==> config.mk <==
export PLATFORM = sky130hd
export DESIGN_NAME = hazard_stall_ctrl
export DESIGN_NICKNAME = d
export VERILOG_FILES = /design/src/rtl/hazard_stall_ctrl.sv
export SDC_FILE = /design/constraint.sdc
export NUM_CORES = 1
export LEC_CHECK = 0
export ABC_AREA = 1
export CAP_MARGIN = 20
export CORE_AREA = 10 10 79 81
export DETAILED_ROUTE_END_ITERATION = 8
export DIE_AREA = 0 0 89 91
export GPL_TIMING_DRIVEN = 1
export HOLD_SLACK_MARGIN = 0.02
export PLACE_DENSITY = 0.8
export SLEW_MARGIN = 40
export SYNTH_ARGS = -nofsm -noshare
export SYNTH_HDL_FRONTEND = slang
export SYNTH_SLANG_ARGS = --single-unit
export TNS_END_PERCENT = 5
==> constraint.sdc <==
create_clock -name clk -period 1.7 [get_ports clk]
set_input_delay 0.34 -clock clk [delete_from_list [all_inputs] [get_ports clk]]
set_output_delay 0.34 -clock clk [all_outputs]
set_load 0.005 [all_outputs]
==> src/rtl/hazard_stall_ctrl.sv <==
// Pipeline hazard and stall controller for the 5-stage core.
// Covers load-use bubbles, data-memory freezes and taken-branch flushes.
// A branch resolved while memory holds the pipeline is remembered in
// br_pend and replayed as a flush on the first RUN cycle after the freeze.
// Optional performance counters are built only when HAZARD_PERF_CNT_EN is
// defined; otherwise the counter outputs are tied to zero.
module hazard_stall_ctrl #(
  parameter int MEM_TIMEOUT = 64,
  parameter int CNT_W       = 32
) (
  input  logic             clk,
  input  logic             rst_n,
  input  logic [4:0]       id_rs1,
  input  logic [4:0]       id_rs2,
  input  logic             id_use_rs1,
  input  logic             id_use_rs2,
  input  logic [4:0]       ex_rd,
  input  logic             ex_is_load,
  input  logic             ex_br_taken,
  input  logic             dmem_req,
  input  logic             dmem_ready,
  output logic             pc_stall,
  output logic             ifid_stall,
  output logic             idex_stall,
  output logic             exmem_stall,
  output logic             memwb_stall,
  output logic             ifid_flush,
  output logic             idex_flush,
  output logic             mem_timeout,
  output logic [CNT_W-1:0] cnt_loaduse,
  output logic [CNT_W-1:0] cnt_memwait,
  output logic [CNT_W-1:0] cnt_flush
);

  localparam int                WAIT_W   = $clog2(MEM_TIMEOUT + 1);
  localparam logic [WAIT_W-1:0] WAIT_MAX = WAIT_W'(MEM_TIMEOUT);

  typedef enum logic [0:0] {
    RUN      = 1'b0,
    MEM_WAIT = 1'b1
  } state_t;

  state_t            state_q, state_d;
  logic              br_pend_q, br_pend_d;
  logic [WAIT_W-1:0] wait_cnt_q, wait_cnt_d;
  logic              mem_timeout_q, mem_timeout_d;

  logic lu;
  logic mw;
  logic stall_all;
  logic br_flush;
  logic lu_stall;

  function automatic logic [WAIT_W-1:0] sat_inc_wait(input logic [WAIT_W-1:0] v);
    return (v >= WAIT_MAX) ? WAIT_MAX : v + WAIT_W'(1);
  endfunction

  // Hazard detection: register x0 never creates a dependency
  always_comb begin
    lu = ex_is_load && (ex_rd != 5'd0) &&
         ((id_use_rs1 && (id_rs1 == ex_rd)) ||
          (id_use_rs2 && (id_rs2 == ex_rd)));
    mw = dmem_req && !dmem_ready;
  end

  // Next-state and stall/flush decode; memory freeze outranks branch, branch outranks load-use
  always_comb begin
    state_d       = state_q;
    br_pend_d     = br_pend_q;
    wait_cnt_d    = wait_cnt_q;
    stall_all     = 1'b0;
    br_flush      = 1'b0;
    lu_stall      = 1'b0;
    case (state_q)
      RUN: begin
        if (mw) begin
          stall_all = 1'b1;
          state_d   = MEM_WAIT;
          if (ex_br_taken) begin
            br_pend_d = 1'b1;
          end
        end else if (ex_br_taken || br_pend_q) begin
          br_flush  = 1'b1;
          br_pend_d = 1'b0;
        end else if (lu) begin
          lu_stall = 1'b1;
        end
      end
      MEM_WAIT: begin
        stall_all = 1'b1;
        if (ex_br_taken) begin
          br_pend_d = 1'b1;
        end
        if (dmem_ready) begin
          state_d    = RUN;
          wait_cnt_d = '0;
        end else begin
          wait_cnt_d = sat_inc_wait(wait_cnt_q);
        end
      end
      default: begin
        state_d = RUN;
      end
    endcase
    mem_timeout_d = mem_timeout_q || (wait_cnt_d == WAIT_MAX);
  end

  // Control state registers
  always_ff @(posedge clk or negedge rst_n) begin
    if (!rst_n) begin
      state_q       <= RUN;
      br_pend_q     <= 1'b0;
      wait_cnt_q    <= '0;
      mem_timeout_q <= 1'b0;
    end else begin
      state_q       <= state_d;
      br_pend_q     <= br_pend_d;
      wait_cnt_q    <= wait_cnt_d;
      mem_timeout_q <= mem_timeout_d;
    end
  end

  // Outputs are forced low for the whole time reset is held
  assign pc_stall    = rst_n && (stall_all || lu_stall);
  assign ifid_stall  = rst_n && (stall_all || lu_stall);
  assign idex_stall  = rst_n && stall_all;
  assign exmem_stall = rst_n && stall_all;
  assign memwb_stall = rst_n && stall_all;
  assign ifid_flush  = rst_n && br_flush;
  assign idex_flush  = rst_n && (br_flush || lu_stall);
  assign mem_timeout = mem_timeout_q;

`ifdef HAZARD_PERF_CNT_EN
  logic [CNT_W-1:0] cnt_loaduse_q, cnt_loaduse_d;
  logic [CNT_W-1:0] cnt_memwait_q, cnt_memwait_d;
  logic [CNT_W-1:0] cnt_flush_q,   cnt_flush_d;

  function automatic logic [CNT_W-1:0] sat_inc_cnt(input logic [CNT_W-1:0] v,
                                                   input logic en);
    if (!en || (&v)) begin
      return v;
    end
    return v + CNT_W'(1);
  endfunction

  // Event counters; a flush event is a branch flush, live or replayed
  always_comb begin
    cnt_loaduse_d = sat_inc_cnt(cnt_loaduse_q, lu_stall);
    cnt_memwait_d = sat_inc_cnt(cnt_memwait_q, stall_all);
    cnt_flush_d   = sat_inc_cnt(cnt_flush_q, br_flush);
  end

  // Counter registers
  always_ff @(posedge clk or negedge rst_n) begin
    if (!rst_n) begin
      cnt_loaduse_q <= '0;
      cnt_memwait_q <= '0;
      cnt_flush_q   <= '0;
    end else begin
      cnt_loaduse_q <= cnt_loaduse_d;
      cnt_memwait_q <= cnt_memwait_d;
      cnt_flush_q   <= cnt_flush_d;
    end
  end

  assign cnt_loaduse = cnt_loaduse_q;
  assign cnt_memwait = cnt_memwait_q;
  assign cnt_flush   = cnt_flush_q;
`else
  assign cnt_loaduse = '0;
  assign cnt_memwait = '0;
  assign cnt_flush   = '0;
`endif

endmodule

==> results.md, run 1 <==
- Status: complete, no violations
- HPWL Detailed: 3.18 mm
- Syn Std Cell Area: 1500 um2
- Die Y-Extent: 91 um
- # nets final: 283
- Top FF cell, synth: dfrtp_1
- Crit-path max FO: 4
- Reg power frac: 33.2%
- Worst EP required: 1360 ps
- CP dominant cell by count: dlygate4sd2_1
- Core area: 4660 um2
- Seq. cell area: 250 um2
- CP endpoint kind: output pin
- CP max stage delay: 230 ps
- Die area: 8100 um2
- Avg Cell Area, Syn: 6.78 um2
- I/O pins: 127
- Largest family of logic cells by synthesized area: buffers and inverters
- Synth Area in Adders: 1.67%
- Area share of the largest cell type after synthesis: 49.6%
- Part of the power in the clock network: 31.8%
- Post-synth EDFFs: 0
- DRC Markers: 0
- Max H-tree Level: 1
- Fillers: 507
- Pwr Density: 577 nW/um2
- Synth area leaders: buf_4 50%, dfrtp_1 17%, nand2_1 8.3%, inv_1 6.3%, nor2_1 4.8%
- Port Buffer Count: 30
- GPL Wtd Cong: 0.758
- Max cap viols: 0
- Synth unique cells: 18
- Tcrit/Tclk final: 96.8%
- Total grt overflow: 0
- Final worst path period need: 1640 ps
- RSZ-0062 raised after global routing: true
- IR drop worst, VDD: 0.449 mV
- Final setup vio count: 0
- Tot GR Track Use: 7.17%
- CTS tree: done
- Net Switching: 329 uW
- Largest net degree at the start of global routing: 10
- Chip width: 89 um
- Post-Synth XOR/XNOR Area: 2.34%
- Mux contribution to synthesized area: 0%
- DR iter-0 viols: 36
- Setup TNS: 0 ps
- Fin Clk Skew: 4.07 ps
- Area Growth Syn to Fin: 7.18%
- Worst skew pair latency: 240 ps
- Hold Fails Final Rpt: 0
- Worst min-delay path category: primary input to asynchronous set/reset pin
- CP Data Arrival Time: 1300 ps
- Slew Limit Fails: 0
- DR WL/cell: 11.0 um
- First-pass GRT wire length: 4.84 mm
- ANT nets after route: 0
- Gate Count Post-Synth: 221
- Number of global-route vias before repair: 1117
- Fin Hold WS: 181 ps
- Flops & latches, synth: 10
- Area occupied by multi-input gates: 797 um2
- CP Launch Type: primary input
- Post-synthesis simple-gate area fraction: 20.1%
- Layout cells sized above 1: 10.5%
- Cell Int Power: 598 uW
- Fmax: 608 MHz
- CTS sink cnt: 10
- Rows: 25
- Setup crit start: dmem_req
- Count leader, synth: buf_4
- Asr flop ratio synth: 100%
- Leakage: 0.00102 uW
- Switching portion of total power: 35.5%
- Critical path's slowest cell: dlygate4sd2_1
- Worst flop-to-flop path startpoint: wait_cnt_q[0]
- Logic pwr share: 35.0%
- Register area share after synthesis: 16.7%
- Clock buffer count from CTS: 3
- Most instantiated cells after synthesis: 99 x buf_4, 33 x nand2_1, 25 x inv_1
- Vias per std cell: 3.56
- Initial antenna violation count: 0
- Final WL: 3.44 mm
- DR pass1 iterations: 4
- CTS root buf: clkbuf_8
- Longest Clk Path Bufs: 2
- Compound-cell area share of the yosys netlist: 3.09%
- Crit Path Category: primary input to output pin
- Initial Util: 32.2%
- YS warnings: 0
- Leading area contributor after synthesis: buf_4
- Vias: 1111
- Worst-path clk slew: 50 ps
- Worst path cell trace: dlygate4sd2_1 > inv_2 > nor2_2 > nor2_4 > nor2_1 > buf_4 > dlygate4sd2_1
-- registers in the layout, summed over array words and instances (netlist names) --
signal       cells
br_pend_q        1
state_q          1
wait_cnt_q       7
mem_timeout      1
-- metrics by stage --
| step | util, % | instances | area, um2 | total power [uW] | setup WS, ps |
|---|---|---|---|---|---|
| floorplan | - | 316 | 1860 | 660 | 314 |
| global placement | 32.6 | 306 | 1520 | 616 | -597 |
| detailed placement | 32.6 | 306 | 1520 | 630 | -641 |
| CTS | 33.3 | 311 | 1550 | 914 | -75.0 |
| global route | 34.4 | 311 | 1600 | 1000 | -54.6 |
| finish | 34.5 | 312 | 1610 | 927 | 55.0 |
-- cells in the final DEF, fill, tap and decap left out --
cell	n
nor2_4	2
buf_6	1
clkdlybuf4s15_1	7
nor2_1	16
inv_2	4
o22ai_2	1
nor3_2	1
o21ai_1	5
clkdlybuf4s50_1	2
dlygate4sd2_1	11
nand2_1	31
xor2_1	2
dfrtp_1	10
diode_2	1
buf_4	6
ha_1	2
dlymetal6s2s_1	7
xnor2_1	2
nand2_2	3
conb_1	96
buf_2	2
nand4_1	2
o21ai_0	3
nand3_1	12
nor3_1	1
inv_1	21
nor2_2	3
clkbuf_8	4
-- final cells by class --
cell class / count / share of cell area (%)
diodes: 1 / 0.156
clock buffers: 4 / 3.43
inverters: 25 / 5.84
multi-input cells: 182 / 49.6
flip-flops and latches: 10 / 15.6
well taps: 54 / 4.21
repair buffers: 36 / 21.2
-- worst max-delay path, delay by kind of cell --
kind	cells	cell delay, ps
simple gates	3	350
buf+inv	4	620
-- metal layers --
| metal | track usage (%) | vias to the layer above | wire [um] |
|---|---|---|---|
| met4 | 3.58 | 0 | 50 |
| met3 | 1.16 | 5 | 485 |
| met1 | 5.25 | 488 | 942 |
| li1 | - | 547 | - |
| met2 | 15.9 | 71 | 1960 |
| met5 | 0 | - | 0 |
-- cells by family after synthesis --
group | count (synthesis)
buffers and inverters | 124
DFF | 10
other | 1
AOI/OAI and AO/OA | 9
and+or+nand+nor | 71
xor gates and xnor gates | 4
adders and majority gates | 2
-- power groups by stage --
stage	logic [uW]	clock network (uW)	registers, uW
floorplan	358	0	302
global placement	310	0	307
detailed placement	320	0	310
CTS	305	302	307
global route	373	315	313
finish	324	295	308
-- path summary, 6_finish.rpt --
path	slack [ps]	depth (start not counted)	to
min reg2reg	460	2	mem_timeout
max reg2reg	350	9	mem_timeout
min	180	2	br_pend_q
max in group asynchronous	1340	2	wait_cnt_q[5]
max	60	7	idex_stall
min in group clk	410	3	br_pend_q
-- what timing repair did --
item,CTS,global route
endpoints found under the hold margin,0,0
pin swaps,9,15
setup endpoints to repair,7,7
resized for setup,40,21
hold buffers,0,0
setup buffers,1,0
(Power assumes the default switching activity.)
==> run 2, diff against run 1 <==
- clock period: 1.7 -> 1.8 ns (I/O delays scaled with it)
==> run 2 against run 1 <==
Compared with the run above: die area is the same; clock skew about the same; critical path type unchanged; critical path depth is the same; routed wire length grew 0.61%; via count is 0.63% lower; largest cell class unchanged; largest power group unchanged; clock power down 5%; worst hold slack better by 19 ps.
==> results.md, run 2 (same netlist as run 1, synthesis figures left out) <==
- Slew Limit Fails: 0 (unchanged)
- Die Y-Extent: 91 um (unchanged)
- IR drop worst, VDD: 0.425 mV (-5.3%)
- Max cap viols: 0 (unchanged)
- Initial antenna violation count: 0 (unchanged)
- Placed cells: 306 (unchanged)
- Fmax: 592 MHz
- Crit-path max FO: 4 (unchanged)
- Placement Cell Area: 1520 um2 (unchanged)
- Chip width: 89 um (unchanged)
- CP Data Arrival Time: 1330 ps (+30 ps)
- First-pass GRT wire length: 4.84 mm (unchanged)
- # nets final: 283 (unchanged)
- Final worst path period need: 1690 ps
- CTS root buf: clkbuf_8
- DR iter-0 viols: 30 (-17%)
- CTS tree: done
- Max H-tree Level: 1 (unchanged)
- Final setup vio count: 0 (unchanged)
- Fin Hold WS: 200 ps (+19.0 ps)
- Initial Util: 32.2% (unchanged)
- Buf/Inv on CP: 4 (unchanged)
- Worst min-delay path category: primary input to asynchronous set/reset pin
- DR pass1 iterations: 3 (-1)
- Final WL: 3.46 mm (+0.61%)
- Die area: 8100 um2 (unchanged)
- Port Buffer Count: 30 (unchanged)
- Clock buffer count from CTS: 3 (unchanged)
- Seq. cell area: 250 um2 (unchanged)
- ANT nets after route: 0 (unchanged)
- Area occupied by multi-input gates: 797 um2 (unchanged)
- CP top delay family: buffers and inverters
- Number of global-route vias before repair: 1117 (unchanged)
- Fin Clk Skew: 4.31 ps (+0.243 ps)
- CP Launch Type: primary input
- GPL Wtd Cong: 0.758 (unchanged)
- Core area: 4660 um2 (unchanged)
- Status: complete, no violations
- Fillers: 504 (-0.59%)
- Layout cells sized above 1: 10.1% (-0.39 points)
- Vias: 1104 (-0.63%)
- Rows: 25 (unchanged)
- Largest net degree at the start of global routing: 10 (unchanged)
- Hold Fails Final Rpt: 0 (unchanged)
- Tcrit/Tclk final: 93.8%
- Most common cell after layout, fill and taps aside: conb_1
- Total power draw: 876 uW (-5.5%)
- Placement Setup Slack: -581 ps (+60.0 ps)
- Worst-path clk slew: 50 ps (about the same)
- Area Growth Syn to Fin: 7.51%
- Worst skew pair latency: 240 ps (about the same)
- Worst path cell trace: dlygate4sd2_1 > inv_1 > nor2_2 > nor2_4 > inv_1 > nor3_2 > dlygate4sd2_1
- DRC Markers: 0 (unchanged)
- Max FFs per register: 7 (unchanged)
- CP endpoint kind: output pin
- I/O pins: 127 (unchanged)
- Fin cells: 312 (unchanged)
- Vias per std cell: 3.54 (-0.63%)
- Leakage: 0.00105 uW (+3.0%)
- Longest Clk Path Bufs: 2 (unchanged)
- CP max stage delay: 270 ps (+40 ps)
- Hold-fix buffers, CTS: 0 (unchanged)
- Crit Path Category: primary input to output pin
- Pwr Density: 544 nW/um2 (-5.8%)
- Final worst setup slack: 111 ps (+55.8 ps)
- Largest reg by FF count: wait_cnt_q
- DR WL/cell: 11.1 um (+0.61%)
- HPWL Detailed: 3.18 mm (unchanged)
- CTS sink cnt: 10 (unchanged)
- Worst EP required: 1440 ps (+80 ps)
- Total grt overflow: 0 (unchanged)
- Most frequent cells in the layout: 96 x conb_1, 31 x nand2_1, 22 x inv_1, 16 x nor2_1, 13 x dlygate4sd2_1
- Critical path's slowest cell: dlygate4sd2_1
- Tot GR Track Use: 7.17% (unchanged)
- Fin area: 1610 um2 (+0.31%)
run 2: worst register-to-register path, delay by kind of cell (launching register included):
kind / cells / cell delay (ps)
and+or+nand+nor: 7 / 520
buffers and inverters: 1 / 90
DFF: 1 / 390
adders and majority gates: 1 / 300
run 2: through the flow:
step	utilization (%)	TNS [ps]
6_report	34.6	0
5_1_grt	34.5	-4.26
4_1_cts	33.4	-24.0
3_5_place_dp	32.6	-3290
3_3_place_gp	32.6	-3090
2_1_floorplan	-	0
run 2: routing by layer:
layer,GRT usage [%],share of wire [%],wire length (um)
met4,3.58,1.1,38
met2,15.9,57,1990
met1,5.25,28,961
met5,0,0,0
met3,1.16,14,475
run 2: final timing paths:
kind	startpoint	endpoint	slack (ps)	depth (start not counted)
setup / recovery	dmem_req	ifid_flush	110	7
hold / removal	rst_n	br_pend_q	200	2
setup reg to reg	wait_cnt_q[0]	mem_timeout	450	9
hold reg to reg	mem_timeout	mem_timeout	460	2
max in group asynchronous	rst_n	wait_cnt_q[5]	1420	2
min in group clk	ex_br_taken	br_pend_q	430	3
run 2: what timing repair did:
action,CTS,global route
setup endpoints to repair,7,6
buffers inserted,1,0
gates cloned,0,0
pin swaps,8,15
gates resized for setup,37,19
run 2: layout make-up:
| cell class | count | area share, % |
|---|---|---|
| Timing Repair Buffer | 36 | 21.4 |
| Antenna cell | 1 | 0.155 |
| Sequential cell | 10 | 15.5 |
| Tap cell | 54 | 4.19 |
| Clock buffer | 4 | 3.42 |
| Inverter | 25 | 5.82 |
| Multi-Input combinational cell | 182 | 49.5 |
run 2: power breakdown:
| group | leakage (uW) | internal [uW] | switching (uW) | total, uW |
|---|---|---|---|---|
| Sequential | 0.000126 | 256 | 34.6 | 290 |
| Clock | 0.0000288 | 192 | 87.1 | 279 |
| Combinational | 0.000891 | 117 | 190 | 306 |
| Total | 0.00105 | 565 | 311 | 876 |
==> run 3, diff against run 2 <==
- CORE_AREA: 10 10 79 81 -> 2 2 71 73
- DIE_AREA: 0 0 89 91 -> 0 0 73 75
==> run 3 against run 2 <==
Compared with the run above: via count is 2.8% lower; critical path type unchanged; routed wire length shrank 33%; clock power is 21% lower.
==> results.md, run 3 (same netlist as run 1, synthesis figures left out) <==
- Status: complete, no violations
- Max FFs per register: 7 (unchanged)
- Slew Limit Fails: 0 (unchanged)
- Final worst path period need: 1710 ps (+25.2 ps)
- DRC Markers: 0 (unchanged)
- Final worst setup slack: 85.6 ps (-25.2 ps)
- DR iter-0 viols: 19 (-37%)
- CP max stage delay: 450 ps (+180 ps)
- Fin Hold WS: 433 ps (+233 ps)
- DR WL/cell: 7.61 um (-31%)
- CTS root buf: clkbuf_8
- Net Switching: 290 uW (-6.8%)
- CP Data Arrival Time: 1350 ps (+20 ps)
- Worst path cell trace: clkdlybuf4s50_1 > o21ai_1 > nor2_1 > nand3_1 > nand2_1 > nand2_1 > nand2_1 > buf_2
- Max H-tree Level: 1 (unchanged)
- CP endpoint kind: output pin
- Setup TNS: 0 ps (unchanged)
- ANT nets after route: 0 (unchanged)
- DR pass1 iterations: 4 (+1)
- Worst skew pair latency: 230 ps (about the same)
- GPL Wtd Cong: 0.813 (+7.2%)
- Part of the power in the clock network: 27.5% (-4.4 points)
- Number of global-route vias before repair: 817 (-27%)
- Fmax: 583 MHz (-1.5%)
- Final WL: 2.34 mm (-33%)
- Post-CTS Setup Inserts: 0 (-1)
- Area occupied by multi-input gates: 792 um2 (-0.63%)
- CP Launch Type: primary input
- Rows: 25 (unchanged)
- Fin cells: 307 (-1.6%)
- Longest Clk Path Bufs: 2 (unchanged)
- Clock buffer count from CTS: 3 (unchanged)
- Placed cells: 304 (-0.65%)
- Layout cells sized above 1: 9.09% (-1.0 points)
- Crit Path Category: primary input to output pin
- Max cap viols: 0 (unchanged)
- Port Buffer Count: 30 (unchanged)
- Die area: 5480 um2 (-32%)
- Core area: 4660 um2 (unchanged)
- CTS tree: done
- Final setup vio count: 0 (unchanged)
- HPWL Detailed: 2.10 mm (-34%)
- RSZ-0062 raised after global routing: true
- Worst EP required: 1440 ps (about the same)
- Critical path's slowest cell: clkdlybuf4s50_1
- Vias: 1073 (-2.8%)
- Largest net degree at the start of global routing: 11 (+1)
- Antenna diode count: 0 (-1)
- Switching portion of total power: 36.2% (+0.69 points)
- I/O pins: 127 (unchanged)
- CTS sink cnt: 10 (unchanged)
- CP dominant cell by count: nand2_1
- First-pass GRT wire length: 3.21 mm (-34%)
- # nets final: 280 (-1.1%)
- Tot GR Track Use: 7.35% (+0.18 points)
- Pwr Density: 520 nW/um2 (-4.3%)
- IR drop worst, VDD: 0.466 mV (+9.6%)
- Worst-path clk slew: 40 ps (about the same)
- Die Y-Extent: 75 um (-18%)
- Most common cell after layout, fill and taps aside: conb_1
- Vias per std cell: 3.50 (-1.2%)
- Worst min-delay path category: primary input to register
- Leakage: 0.000963 uW (-7.9%)
- Initial Util: 32.2% (unchanged)
- Area Growth Syn to Fin: 2.67%
- Fillers: 516 (+2.4%)
- Seq. cell area: 250 um2 (unchanged)
- Cell Int Power: 511 uW (-9.6%)
- Crit-path max FO: 2 (-2)
- Fin Clk Skew: 4.26 ps (-0.0523 ps)
- Initial antenna violation count: 0 (unchanged)
- Most frequent cells in the layout: 96 x conb_1, 33 x nand2_1, 21 x inv_1, 15 x nor2_1, 15 x dlygate4sd2_1
- Logic pwr share: 36.2% (+1.2 points)
- Tcrit/Tclk final: 95.2% (+1.4 points)
- Placement Setup Slack: -592 ps (-10.8 ps)
- Largest reg by FF count: wait_cnt_q
- Total power draw: 801 uW (-8.6%)
- Reg power frac: 36.3% (+3.1 points)
- Total grt overflow: 0 (unchanged)
- Chip width: 73 um (-18%)
- Hold Fails Final Rpt: 0 (unchanged)
==> run 3: cell type report <==
| class | instances | share of cell area (%) |
|---|---|---|
| Clock buffer | 3 | 2.68 |
| Tap cell | 54 | 4.39 |
| Sequential cell | 10 | 16.3 |
| Inverter | 25 | 6.10 |
| Multi-Input combinational cell | 182 | 51.5 |
| Timing Repair Buffer | 33 | 19.1 |
==> run 3: worst max-delay path: cells and delay by family <==
| family | cells | cell delay, ps |
|---|---|---|
| AND/OR/NAND/NOR | 5 | 380 |
| AO/OA/AOI/OAI | 1 | 50 |
| buffers and inverters | 2 | 560 |
==> run 3: worst paths after layout <==
check | from | end | slack [ps] | cells past startpoint
hold / removal | ex_br_taken | br_pend_q | 430 | 3
max in group asynchronous | rst_n | wait_cnt_q[4] | 1180 | 2
min in group asynchronous | rst_n | wait_cnt_q[6] | 480 | 2
setup reg to reg | wait_cnt_q[0] | mem_timeout | 450 | 9
setup / recovery | id_use_rs2 | pc_stall | 90 | 8
hold reg to reg | mem_timeout | mem_timeout | 480 | 2
==> run 3: per-layer routing <==
| layer | GRT usage (%) | vias up | wire, um |
|---|---|---|---|
| met2 | 14.2 | 65 | 1350 |
| met4 | 3.70 | 0 | 5 |
| met1 | 7.74 | 462 | 828 |
| met5 | 0 | - | 0 |
| li1 | - | 544 | - |
| met3 | 0.937 | 2 | 149 |
==> run 3: power by group through the flow <==
| stage | logic [uW] | registers (uW) | clock network, uW |
|---|---|---|---|
| after floorplan | 338 | 286 | 0 |
| final | 290 | 291 | 220 |
| after global routing | 339 | 296 | 242 |
| after detailed placement | 298 | 291 | 0 |
| after global placement | 288 | 289 | 0 |
| after CTS | 284 | 288 | 226 |
==> run 3: per-stage QoR <==
stage	util, %	area [um2]
2_1_floorplan	-	1860
6_report	33.0	1540
5_1_grt	33.0	1540
3_5_place_dp	32.2	1500
4_1_cts	32.6	1520
3_3_place_gp	32.2	1500
==> run 3: timing repair <==
action                                  4_1_cts  5_1_grt
pin swaps                                    15       12
resized for setup                            43       12
hold buffers                                  0        0
endpoints found under the setup margin        7        7
==> variant: new RTL, flow settings as in run 3 <==
Set the parameter `CNT_W` to 28 (it was 32).
--- a/src/rtl/hazard_stall_ctrl.sv
+++ b/src/rtl/hazard_stall_ctrl.sv
@@ -6,7 +6,7 @@
 // defined; otherwise the counter outputs are tied to zero.
 module hazard_stall_ctrl #(
   parameter int MEM_TIMEOUT = 64,
-  parameter int CNT_W       = 32
+  parameter int CNT_W       = 28
 ) (
   input  logic             clk,
   input  logic             rst_n,
Interface: changed (resized cnt_flush, cnt_loaduse and cnt_memwait); port bits go from 127 to 115. The function was not compared with the original's and may differ.
==> variant against run 3 <==
- sequential cell count unchanged
- die area did not move
- power increased by 2.5%
- clock skew is 0.0027 ns lower
- setup slack got worse by 0.026 ns
- non-clock buffer count rose by 5
- critical path depth down 1
- via count grew 1.0%
- hold slack worse by 0.19 ns
- routed wire length up 4.8%
- area after synthesis fell by 6.0%
- cell area up 0.57%
==> variant: results (changes against run 3) <==
outcome=finished clean; CP max FO=2 (unchanged); Largest stage delay, worst path=0.47 ns (+0.02 ns); Synth area leaders=buf_4 (46%), dfrtp_1 (18%), nand2_1 (8.8%); Skew-Pair Late Insertion Delay=0.24 ns; routability cong.=0.777 (-4.4%); Worst-path clk slew=0.04 ns (about the same); fmax=575 MHz (-1.5%); vias in the first global route=858 (+5.0%); leakage power=0.953 nW (-1.0%); Setup WS pre-CTS=-0.591 ns (+0.00145 ns); Hold Worst Slack=0.242 ns (-0.191 ns); fin cells=300 (-2.3%); initial drt markers=20 (+1); post-synthesis sequential area ratio=17.8% (+1.1 points); largest net degree at the start of global routing=10 (-1); Adder-Cell Fraction of Synth Area=1.78% (+0.11 points); Post-DP HPWL=2100 um (-0.15%); CTS H-tree lvls=1 (unchanged); via count=1,084 (+1.0%); drt wl/cell=8.16 um (+7.2%); Layout Nets=273 (-2.5%); clock skew=0.00155 ns (-0.00271 ns); dpl cells=295 (-3.0%); library cells used by synthesis=18 (unchanged); first-pass GRT wire length=3570 um (+11%); post-placement cell area=1480 sq um (-1.5%); Hold Path Class=input pin to async pin; Commonest cells post-synth=buf_4 (87), nand2_1 (33), inv_1 (25); complex-gate fraction of the synthesized area=3.29% (+0.20 points); Worst Path Arrival=1.38 ns (+0.03 ns); gr usage total=8.66% (+1.3 points); Max VDD drop=0.184 mV (-61%); layout cells sized above 1=11.4% (+2.3 points); mean post-synth cell area=6.74 sq um (-0.61%); XOR/XNOR share of the synthesized area=2.49% (+0.15 points)
-- variant: cell types whose count changed in the layout (fill, tap and decap cells not counted) --
cell             delta
inv_1               +1
clkdlybuf4s15_1     +3
inv_2               -1
nand2_2             +2
buf_4               +5
dlygate4sd2_1       -6
clkdlybuf4s50_1     +2
o21ai_1             +1
nor2_4              +1
o21ai_2             -1
nand2_1             -2
nor2_2              -1
dlymetal6s2s_1      +1
conb_1             -12
-- variant: what timing repair did --
item / CTS / global route
gates cloned: 0 / 0
resized for setup: 45 / 12
endpoints found under the setup margin: 7 / 3
buffers inserted: 1 / 1
pin swaps: 10 / 13
-- variant: final cells by class --
type	count	area, sq um
inverters	25	93.8
well taps	54	67.6
flip-flops and latches	10	250
multi-input cells	170	753
clock buffers	3	41.3
repair buffers	38	342
fillers	514	3110
-- variant: worst paths after layout --
kind,from,endpoint,depth (start not counted)
max,ex_br_taken,idex_flush,7
min,rst_n,br_pend_q,2
min reg2reg,mem_timeout,mem_timeout,2
max in group asynchronous,rst_n,wait_cnt_q[5],2
max reg2reg,wait_cnt_q[0],mem_timeout,9
min in group clk,dmem_ready,state_q,2
-- variant: routing by layer --
layer / part of all wire [%] / track usage, %
met3: 12 / 3.75
met2: 52 / 16.1
met5: 0 / 0
met4: 1.6 / 4.32
met1: 34 / 8.06
-- variant: kinds of logic after synthesis --
logic type	count (synthesis)
adder cells (fa/ha/maj)	2
other	1
AND/OR/NAND/NOR	71
flip-flops	10
buffers and inverters	112
XOR/XNOR	4
AO/OA/AOI/OAI	9
-- variant: where the power goes --
part	total, mW	switching, mW	internal (mW)
logic	0.298	0.176	0.122
registers	0.290	0.0339	0.256
clock network	0.233	0.0864	0.146
